**config.mk**
```make
export PLATFORM = sky130hd
export DESIGN_NAME = l2_request_arbiter_flat
export DESIGN_NICKNAME = d
export VERILOG_FILES = /design/src/rtl/l2_request_arbiter_if.sv /design/src/rtl/l2_request_arbiter.sv /design/src/flat_wrapper.sv
export SDC_FILE = /design/constraint.sdc
export NUM_CORES = 1
export LEC_CHECK = 0
export CORE_AREA = 3 3 188 190
export CTS_BUF_LIST = sky130_fd_sc_hd__clkbuf_8
export CTS_CLUSTER_SIZE = 30
export DETAILED_ROUTE_END_ITERATION = 16
export DIE_AREA = 0 0 191 193
export PLACE_DENSITY = 0.48
export SETUP_SLACK_MARGIN = 0.5
export SLEW_MARGIN = 5
export SYNTH_ARGS = -nofsm -noshare
export SYNTH_HDL_FRONTEND = slang
export SYNTH_SLANG_ARGS = --single-unit
export TNS_END_PERCENT = 50
```
**constraint.sdc**
```tcl
create_clock -name clk -period 2.6 [get_ports clk]
set_clock_uncertainty 0.15 [all_clocks]
set_input_delay 0.39 -clock clk [delete_from_list [all_inputs] [get_ports clk]]
set_output_delay 0.39 -clock clk [all_outputs]
set_load 0.01 [all_outputs]
```
**src/rtl/l2_request_arbiter_if.sv**
```systemverilog
// Purpose: bundles the L1 requester side and the riscv L2 FIFO side of the L2 request arbiter.
// Latency: none; this is wiring only.
// Backpressure: to_cpu_addr_full / to_cpu_data_full and the wdata_valid/wdata_pop pair travel here.
//
// Modports:
//   master - the arbiter. It takes requests, write data, FIFO status and responses.
//            It drives acks, pops, pushes, response strobes and SC results.
//   slave  - the environment (L1 requesters plus the riscv FIFOs). Its directions are the reverse.
interface l2_request_arbiter_if #(
    parameter int NUM_REQ = 4
);
    // L1 requester side
    logic [NUM_REQ-1:0]       req_valid;
    logic [NUM_REQ-1:0][29:0] req_addr;
    logic [NUM_REQ-1:0]       req_rnw;
    logic [NUM_REQ-1:0][3:0]  req_be;
    logic [NUM_REQ-1:0]       req_is_amo;
    logic [NUM_REQ-1:0][4:0]  req_amo_type;
    logic [NUM_REQ-1:0][2:0]  req_size;
    logic [NUM_REQ-1:0]       req_ack;
    logic [NUM_REQ-1:0][31:0] wdata;
    logic [NUM_REQ-1:0]       wdata_valid;
    logic [NUM_REQ-1:0]       wdata_pop;
    logic [NUM_REQ-1:0]       rsp_valid;
    logic [31:0]              rsp_data;
    logic                     sc_complete;
    logic                     sc_success;

    // riscv L2 FIFO side
    logic        from_cpu_addr_push;
    logic [45:0] from_cpu_addr_data;
    logic        to_cpu_addr_full;
    logic        from_cpu_data_push;
    logic [31:0] from_cpu_data_data;
    logic        to_cpu_data_full;
    logic        from_cpu_data_pop;
    logic [33:0] to_cpu_data_data;
    logic        to_cpu_data_valid;
    logic        from_cpu_con_pop;
    logic        to_cpu_con_data;
    logic        to_cpu_con_valid;

    modport master (
        input  req_valid, req_addr, req_rnw, req_be, req_is_amo, req_amo_type, req_size,
        input  wdata, wdata_valid,
        input  to_cpu_addr_full, to_cpu_data_full,
        input  to_cpu_data_data, to_cpu_data_valid, to_cpu_con_data, to_cpu_con_valid,
        output req_ack, wdata_pop, rsp_valid, rsp_data, sc_complete, sc_success,
        output from_cpu_addr_push, from_cpu_addr_data,
        output from_cpu_data_push, from_cpu_data_data,
        output from_cpu_data_pop, from_cpu_con_pop
    );

    modport slave (
        output req_valid, req_addr, req_rnw, req_be, req_is_amo, req_amo_type, req_size,
        output wdata, wdata_valid,
        output to_cpu_addr_full, to_cpu_data_full,
        output to_cpu_data_data, to_cpu_data_valid, to_cpu_con_data, to_cpu_con_valid,
        input  req_ack, wdata_pop, rsp_valid, rsp_data, sc_complete, sc_success,
        input  from_cpu_addr_push, from_cpu_addr_data,
        input  from_cpu_data_push, from_cpu_data_data,
        input  from_cpu_data_pop, from_cpu_con_pop
    );
endinterface

```
**src/rtl/l2_request_arbiter.sv**
```systemverilog
// Purpose: shares the L2 request channel between the L1 requesters and routes L2 responses back to them.
// Latency: the grant/ack/push fires in the same cycle a request is seen. Write data follows from the next cycle, one word per cycle.
// Backpressure: a full address FIFO holds requests pending. A full data FIFO or a missing wdata_valid stalls the burst.
//
// Ports: clk, rst (synchronous, active high). bus is an l2_request_arbiter_if.master carrying all
// requester and FIFO signals. NUM_REQ must not exceed 4 because the ID field is 2 bits.
// Define L2_ARB_ROUND_ROBIN_EN to get round-robin winner selection. Without it, fixed priority
// applies and index 0 (icache) wins.
module l2_request_arbiter #(
    parameter int NUM_REQ = 4
) (
    input  logic                 clk,
    input  logic                 rst,
    l2_request_arbiter_if.master bus
);
    localparam int ID_W = 2;

    typedef enum logic {
        IDLE  = 1'b0,
        WDATA = 1'b1
    } state_t;

    state_t          state;
    state_t          state_nxt;
    logic [ID_W-1:0] grant;     // owner of the write burst in progress
    logic [2:0]      count;     // data words left after the current one
    logic [ID_W-1:0] win;
    logic            win_found;
    logic            grant_fire;
    logic            data_fire;

    // ------------------------------------------------------------------
    // Winner selection
    // ------------------------------------------------------------------
`ifdef L2_ARB_ROUND_ROBIN_EN
    logic [ID_W-1:0] rr_ptr;
    logic [ID_W:0]   cand;

    // Walk from the farthest candidate back to rr_ptr. The request closest to the pointer is then the last one written, so it wins.
    always_comb begin
        win       = '0;
        win_found = 1'b0;
        cand      = '0;
        for (int k = NUM_REQ - 1; k >= 0; k--) begin
            cand = {1'b0, rr_ptr} + (ID_W + 1)'(k);
            if (cand >= (ID_W + 1)'(NUM_REQ)) begin
                cand = cand - (ID_W + 1)'(NUM_REQ);
            end
            if (bus.req_valid[cand[ID_W-1:0]]) begin
                win       = cand[ID_W-1:0];
                win_found = 1'b1;
            end
        end
    end

    always_ff @(posedge clk) begin
        if (rst) begin
            rr_ptr <= '0;
        end else if (grant_fire) begin
            rr_ptr <= (win == ID_W'(NUM_REQ - 1)) ? '0 : win + ID_W'(1);
        end
    end
`else
    // Fixed priority. Scanning downward leaves the lowest pending index as the winner.
    always_comb begin
        win       = '0;
        win_found = 1'b0;
        for (int i = NUM_REQ - 1; i >= 0; i--) begin
            if (bus.req_valid[i]) begin
                win       = ID_W'(i);
                win_found = 1'b1;
            end
        end
    end
`endif

    // Qualifiers are gated by rst so that nothing is acked, pushed or popped in the reset cycle.
    assign grant_fire = !rst && (state == IDLE) && win_found && !bus.to_cpu_addr_full;
    assign data_fire  = !rst && (state == WDATA) && bus.wdata_valid[grant] && !bus.to_cpu_data_full;

    // ------------------------------------------------------------------
    // State register plus burst bookkeeping
    // ------------------------------------------------------------------
    always_ff @(posedge clk) begin
        if (rst) begin
            state <= IDLE;
            grant <= '0;
            count <= '0;
        end else begin
            state <= state_nxt;
            if (grant_fire) begin
                grant <= win;
                // Only writes (including write AMOs) use count.
                if (!bus.req_rnw[win]) begin
                    count <= bus.req_size[win];
                end
            end else if (data_fire && count != 3'd0) begin
                count <= count - 3'd1;
            end
        end
    end

    // ------------------------------------------------------------------
    // Next-state logic
    // ------------------------------------------------------------------
    always_comb begin
        state_nxt = state;
        case (state)
            IDLE: begin
                if (grant_fire && !bus.req_rnw[win]) begin
                    state_nxt = WDATA;
                end
            end
            WDATA: begin
                if (data_fire && count == 3'd0) begin
                    state_nxt = IDLE;
                end
            end
            default: state_nxt = IDLE;
        endcase
    end

    // ------------------------------------------------------------------
    // Outputs: request/write path from the FSM, response/SC paths in every state
    // ------------------------------------------------------------------
    always_comb begin
        bus.req_ack            = '0;
        bus.wdata_pop          = '0;
        bus.from_cpu_addr_push = 1'b0;
        bus.from_cpu_addr_data = '0;
        bus.from_cpu_data_push = 1'b0;
        bus.from_cpu_data_data = '0;
        bus.rsp_valid          = '0;
        bus.rsp_data           = '0;
        bus.from_cpu_data_pop  = 1'b0;
        bus.from_cpu_con_pop   = 1'b0;
        bus.sc_complete        = 1'b0;
        bus.sc_success         = 1'b0;

        if (grant_fire) begin
            bus.req_ack[win]       = 1'b1;
            bus.from_cpu_addr_push = 1'b1;
            bus.from_cpu_addr_data = {bus.req_addr[win], bus.req_be[win], bus.req_rnw[win],
                                      bus.req_is_amo[win], bus.req_amo_type[win],
                                      bus.req_size[win], win};
        end

        if (data_fire) begin
            bus.wdata_pop[grant]   = 1'b1;
            bus.from_cpu_data_push = 1'b1;
            bus.from_cpu_data_data = bus.wdata[grant];
        end

        if (!rst) begin
            // Requesters always accept, so a valid return is popped at once.
            bus.from_cpu_data_pop = bus.to_cpu_data_valid;
            bus.rsp_data          = bus.to_cpu_data_data[31:0];
            for (int i = 0; i < NUM_REQ; i++) begin
                bus.rsp_valid[i] = bus.to_cpu_data_valid &&
                                   (bus.to_cpu_data_data[33:32] == ID_W'(i));
            end
            bus.from_cpu_con_pop = bus.to_cpu_con_valid;
            bus.sc_complete      = bus.to_cpu_con_valid;
            bus.sc_success       = bus.to_cpu_con_data;
        end
    end

endmodule
```
**src/flat_wrapper.sv**
```systemverilog
// flat-port wrapper written by rule: the top's interface ports become plain ports
module l2_request_arbiter_flat 
#(
    parameter int NUM_REQ = 4
)
  (clk, rst, bus_req_valid, bus_req_addr, bus_req_rnw, bus_req_be, bus_req_is_amo, bus_req_amo_type, bus_req_size, bus_wdata, bus_wdata_valid, bus_to_cpu_addr_full, bus_to_cpu_data_full, bus_to_cpu_data_data, bus_to_cpu_data_valid, bus_to_cpu_con_data, bus_to_cpu_con_valid, bus_req_ack, bus_wdata_pop, bus_rsp_valid, bus_rsp_data, bus_sc_complete, bus_sc_success, bus_from_cpu_addr_push, bus_from_cpu_addr_data, bus_from_cpu_data_push, bus_from_cpu_data_data, bus_from_cpu_data_pop, bus_from_cpu_con_pop);
  l2_request_arbiter_if #(.NUM_REQ(NUM_REQ)) bus_i ();
  input  logic clk;
  input  logic rst;
  input wire logic [$bits(bus_i.req_valid)-1:0] bus_req_valid;
  input wire logic [$bits(bus_i.req_addr)-1:0] bus_req_addr;
  input wire logic [$bits(bus_i.req_rnw)-1:0] bus_req_rnw;
  input wire logic [$bits(bus_i.req_be)-1:0] bus_req_be;
  input wire logic [$bits(bus_i.req_is_amo)-1:0] bus_req_is_amo;
  input wire logic [$bits(bus_i.req_amo_type)-1:0] bus_req_amo_type;
  input wire logic [$bits(bus_i.req_size)-1:0] bus_req_size;
  input wire logic [$bits(bus_i.wdata)-1:0] bus_wdata;
  input wire logic [$bits(bus_i.wdata_valid)-1:0] bus_wdata_valid;
  input wire logic [$bits(bus_i.to_cpu_addr_full)-1:0] bus_to_cpu_addr_full;
  input wire logic [$bits(bus_i.to_cpu_data_full)-1:0] bus_to_cpu_data_full;
  input wire logic [$bits(bus_i.to_cpu_data_data)-1:0] bus_to_cpu_data_data;
  input wire logic [$bits(bus_i.to_cpu_data_valid)-1:0] bus_to_cpu_data_valid;
  input wire logic [$bits(bus_i.to_cpu_con_data)-1:0] bus_to_cpu_con_data;
  input wire logic [$bits(bus_i.to_cpu_con_valid)-1:0] bus_to_cpu_con_valid;
  output wire logic [$bits(bus_i.req_ack)-1:0] bus_req_ack;
  output wire logic [$bits(bus_i.wdata_pop)-1:0] bus_wdata_pop;
  output wire logic [$bits(bus_i.rsp_valid)-1:0] bus_rsp_valid;
  output wire logic [$bits(bus_i.rsp_data)-1:0] bus_rsp_data;
  output wire logic [$bits(bus_i.sc_complete)-1:0] bus_sc_complete;
  output wire logic [$bits(bus_i.sc_success)-1:0] bus_sc_success;
  output wire logic [$bits(bus_i.from_cpu_addr_push)-1:0] bus_from_cpu_addr_push;
  output wire logic [$bits(bus_i.from_cpu_addr_data)-1:0] bus_from_cpu_addr_data;
  output wire logic [$bits(bus_i.from_cpu_data_push)-1:0] bus_from_cpu_data_push;
  output wire logic [$bits(bus_i.from_cpu_data_data)-1:0] bus_from_cpu_data_data;
  output wire logic [$bits(bus_i.from_cpu_data_pop)-1:0] bus_from_cpu_data_pop;
  output wire logic [$bits(bus_i.from_cpu_con_pop)-1:0] bus_from_cpu_con_pop;
  assign bus_i.req_valid = bus_req_valid;
  assign bus_i.req_addr = bus_req_addr;
  assign bus_i.req_rnw = bus_req_rnw;
  assign bus_i.req_be = bus_req_be;
  assign bus_i.req_is_amo = bus_req_is_amo;
  assign bus_i.req_amo_type = bus_req_amo_type;
  assign bus_i.req_size = bus_req_size;
  assign bus_i.wdata = bus_wdata;
  assign bus_i.wdata_valid = bus_wdata_valid;
  assign bus_i.to_cpu_addr_full = bus_to_cpu_addr_full;
  assign bus_i.to_cpu_data_full = bus_to_cpu_data_full;
  assign bus_i.to_cpu_data_data = bus_to_cpu_data_data;
  assign bus_i.to_cpu_data_valid = bus_to_cpu_data_valid;
  assign bus_i.to_cpu_con_data = bus_to_cpu_con_data;
  assign bus_i.to_cpu_con_valid = bus_to_cpu_con_valid;
  assign bus_req_ack = bus_i.req_ack;
  assign bus_wdata_pop = bus_i.wdata_pop;
  assign bus_rsp_valid = bus_i.rsp_valid;
  assign bus_rsp_data = bus_i.rsp_data;
  assign bus_sc_complete = bus_i.sc_complete;
  assign bus_sc_success = bus_i.sc_success;
  assign bus_from_cpu_addr_push = bus_i.from_cpu_addr_push;
  assign bus_from_cpu_addr_data = bus_i.from_cpu_addr_data;
  assign bus_from_cpu_data_push = bus_i.from_cpu_data_push;
  assign bus_from_cpu_data_data = bus_i.from_cpu_data_data;
  assign bus_from_cpu_data_pop = bus_i.from_cpu_data_pop;
  assign bus_from_cpu_con_pop = bus_i.from_cpu_con_pop;
  l2_request_arbiter #(.NUM_REQ(NUM_REQ)) u_core (.clk(clk), .rst(rst), .bus(bus_i));
endmodule
```
==> metrics.txt <==
Die Y-Extent 193 um; WHS Path Cells 2; Root Driver clkbuf_8; status completed; top post-synthesis cells by area mux4_2, mux2i_1, a22oi_1; routed vias/inst a little under 4; initial antenna violation count 1; cts bufs inserted 3; final setup margin 0.1726 ns; Vias approximately 5.4k; end of the worst hold path u_core.count[2]; Worst-path clk slew 0.04 ns; hold_sp u_core.count[2]; htree depth 1; Yosys reg bits 6; Starting Density 8.903%; CTS Hold Bufs 0; Power Internal 1146 uW; pre-CTS setup slack -0.6314 ns; synth cell count leaders o21ai_0, a22oi_1, mux2i_1; setup slack, reg-to-reg approximately 0.29 ns; cell area after synthesis 2993 um^2; Ys Warns 0; Die Area 36860 um^2; worst r2r path cells 8; CP required 2.06 ns; Sequential Power Share 6.5%; switching share of power 31.10%; die width 191 um; top-area cell type share of the netlist area between 20% and 30%; wire length per cell around 18 um; sequential fraction of the synthesis area 4.013%; most numerous cell in the Yosys netlist o21ai_0; max_slew headroom 75.90%; crit path DAT 1.89 ns; clk_lat worst skew 0.23 ns; synth unique cells 45; Post-synth EDFFs 0; Mapped Avg Cell Area slightly above 8 um^2; max-cap violation count 0; Final Cycle Share 93.36%; layout cells sized above 1 roughly a third; Pwr Density about 170 nW/um^2; Layout Nets 1289; CTS tree yes; HP Class reg -> reg; Rows 67; Final Hold Violating Endpoints 0; Slew Viols, Final 0; footprint of the multi-input gates 3018 um^2; I/O pins approximately 480; FFs w/ async S/R, synth 0%; Crit. End Element output port; drt pass-1 iters 4; GR Overflow Total 0; drt total wl 25450 um; top_reg_cell synth dfxtp_1; Final Setup Violations 0; Power Total 1663 uW; GP Congestion 0.8214; highest clock rate between 400 and 500 MHz; core box area ~34000 um^2; vias in the first global route 5704; Pleak roughly 0.004 uW; worst r2r src u_core.grant[0]; first-pass GRT wire length 34820 um; CP max FO 8; largest net degree at the start of global routing 33; # clock sinks 6; Initial DRC Count between 100 and 150; min Tclk post-route 2.427 ns; NetSw about 520 uW; worst vdd ir 0.1014 mV; drc violations 0; Slew @ Worst Pin between 0.3 and 0.4 ns; clock power share 8.6%; Port-buffer cells 480; Area Overhead vs Synth 229.8%; crit path kind reg -> out; register area between 100 and 150 um^2; Mapped Cells 363; Post-DRT Antenna Nets 0; Logic pwr share 84.9%; synthesized net count a little over 700; startpoint types flip-flop; clock tree buffer depth 2; RSZ-0062 raised after global routing yes; Total GRT Usage 12.32%; fill count ~3.5k; Critical R2R Capture u_core.count[1]; largest area contributor in the netlist mux4_2; DPL Wire Length 20220 um
==> routing by layer <==
layer | vias to the layer above | share of wire [%] | GRT usage (%)
met5 | - | 0 | 0
met4 | 0 | 1.8 | 2.992
met2 | 316 | 54 | 24.39
li1 | 2561 | - | -
met3 | 22 | 9.8 | 3.381
met1 | 2476 | 35 | 12.77
==> per-stage QoR <==
stage / TNS (ns) / hold slack (ns) / utilization, % / area [um^2] / instances
floorplan: 0 / 0.3256 / - / 2997 / 363
global placement: -23.00 / 0.3524 / 26.52 / 8916 / 1323
detailed placement: -22.15 / 0.3671 / 26.52 / 8916 / 1323
CTS: 0 / 0.3855 / 28.55 / 9597 / 1372
global route: 0 / 0.4082 / 29.37 / 9872 / 1381
finish: 0 / 0.3823 / 29.37 / 9872 / 1381
==> power by group through the flow <==
stage / clock (uW) / sequential [uW] / combinational [uW]
final: 144 / 108 / 1410
after global routing: 154 / 108 / 1500
after CTS: 149 / 107 / 1380
after detailed placement: 0 / 109 / 1240
after global placement: 0 / 109 / 1240
after floorplan: 0 / 103 / 361
==> cell type report <==
cell class | count | share of cell area (%)
well taps | 448 | 5.678
repair buffers | 609 | 61.80
inverters | 6 | 0.2281
clock buffers | 3 | 0.4183
flip-flops and latches | 6 | 1.280
multi-input cells | 308 | 30.57
diodes | 1 | 0.02535
==> how the worst max path moves through the flow <==
stage	start	end	slack [ns]	cells after the start
after floorplan	u_core.grant[0]	bus_from_cpu_data_data[10]	0.51	4
after global placement	bus_req_valid[3]	bus_from_cpu_addr_data[31]	-0.64	9
after detailed placement	bus_req_valid[3]	bus_from_cpu_addr_data[31]	-0.63	9
after CTS	u_core.grant[0]	bus_from_cpu_data_data[30]	0.11	6
after global routing	u_core.grant[0]	bus_from_cpu_data_data[10]	0.12	7
final	u_core.grant[0]	bus_from_cpu_data_data[10]	0.17	7
==> cells by family (layout without fill, tap and decap cells) <==
family / Yosys count / count (layout) / synth area share, %
AO/OA/AOI/OAI: 103 / 103 / 23.58
adder cells (fa/ha/maj): 2 / 2 / 0.8360
buffers and inverters: 49 / 618 / 7.358
flip-flops: 6 / 6 / 4.014
multiplexers: 72 / 72 / 37.88
other: 0 / 1 / 0
AND/OR/NAND/NOR: 131 / 131 / 26.34
==> layout by cell type, fill, tap and decap left out, drive strengths merged, types with 2 or more instances in the layout <==
cell type        n
inv              6
and2             2
o31a             2
mux4            33
mux2i           39
clkdlybuf4s15    2
nor3             7
nor2            15
clkbuf          16
a22oi           40
clkdlybuf4s50  379
nor2b           38
o21bai           4
nand2           10
dfxtp            6
nor4b            3
o21ai           42
or3              3
nand2b           4
buf            202
dlymetal6s2s     5
dlygate4sd2      8
nor3b            9
and3            37
o31ai            2
a21oi            5
ha               2
==> sequential cells by signal, summed over array words and instances (netlist names) <==
register and flops:
u_core.count 3, u_core.grant 2, u_core.state 1
==> worst max-delay path, cell delays in order, from the launching register on <==
cell	delay (ns)
dfxtp_4	0.35
buf_6	0.10
mux4_2	0.52
buf_6	0.16
buf_12	0.14
buf_6	0.11
and3_4	0.16
buf_6	0.11
==> what timing repair did <==
item                                    CTS  global route
pin swaps                                24            15
resized for setup                       432           132
cloned                                    7             2
endpoints found under the setup margin  125           125
setup buffers                            39             6
(Power assumes the default switching activity.)
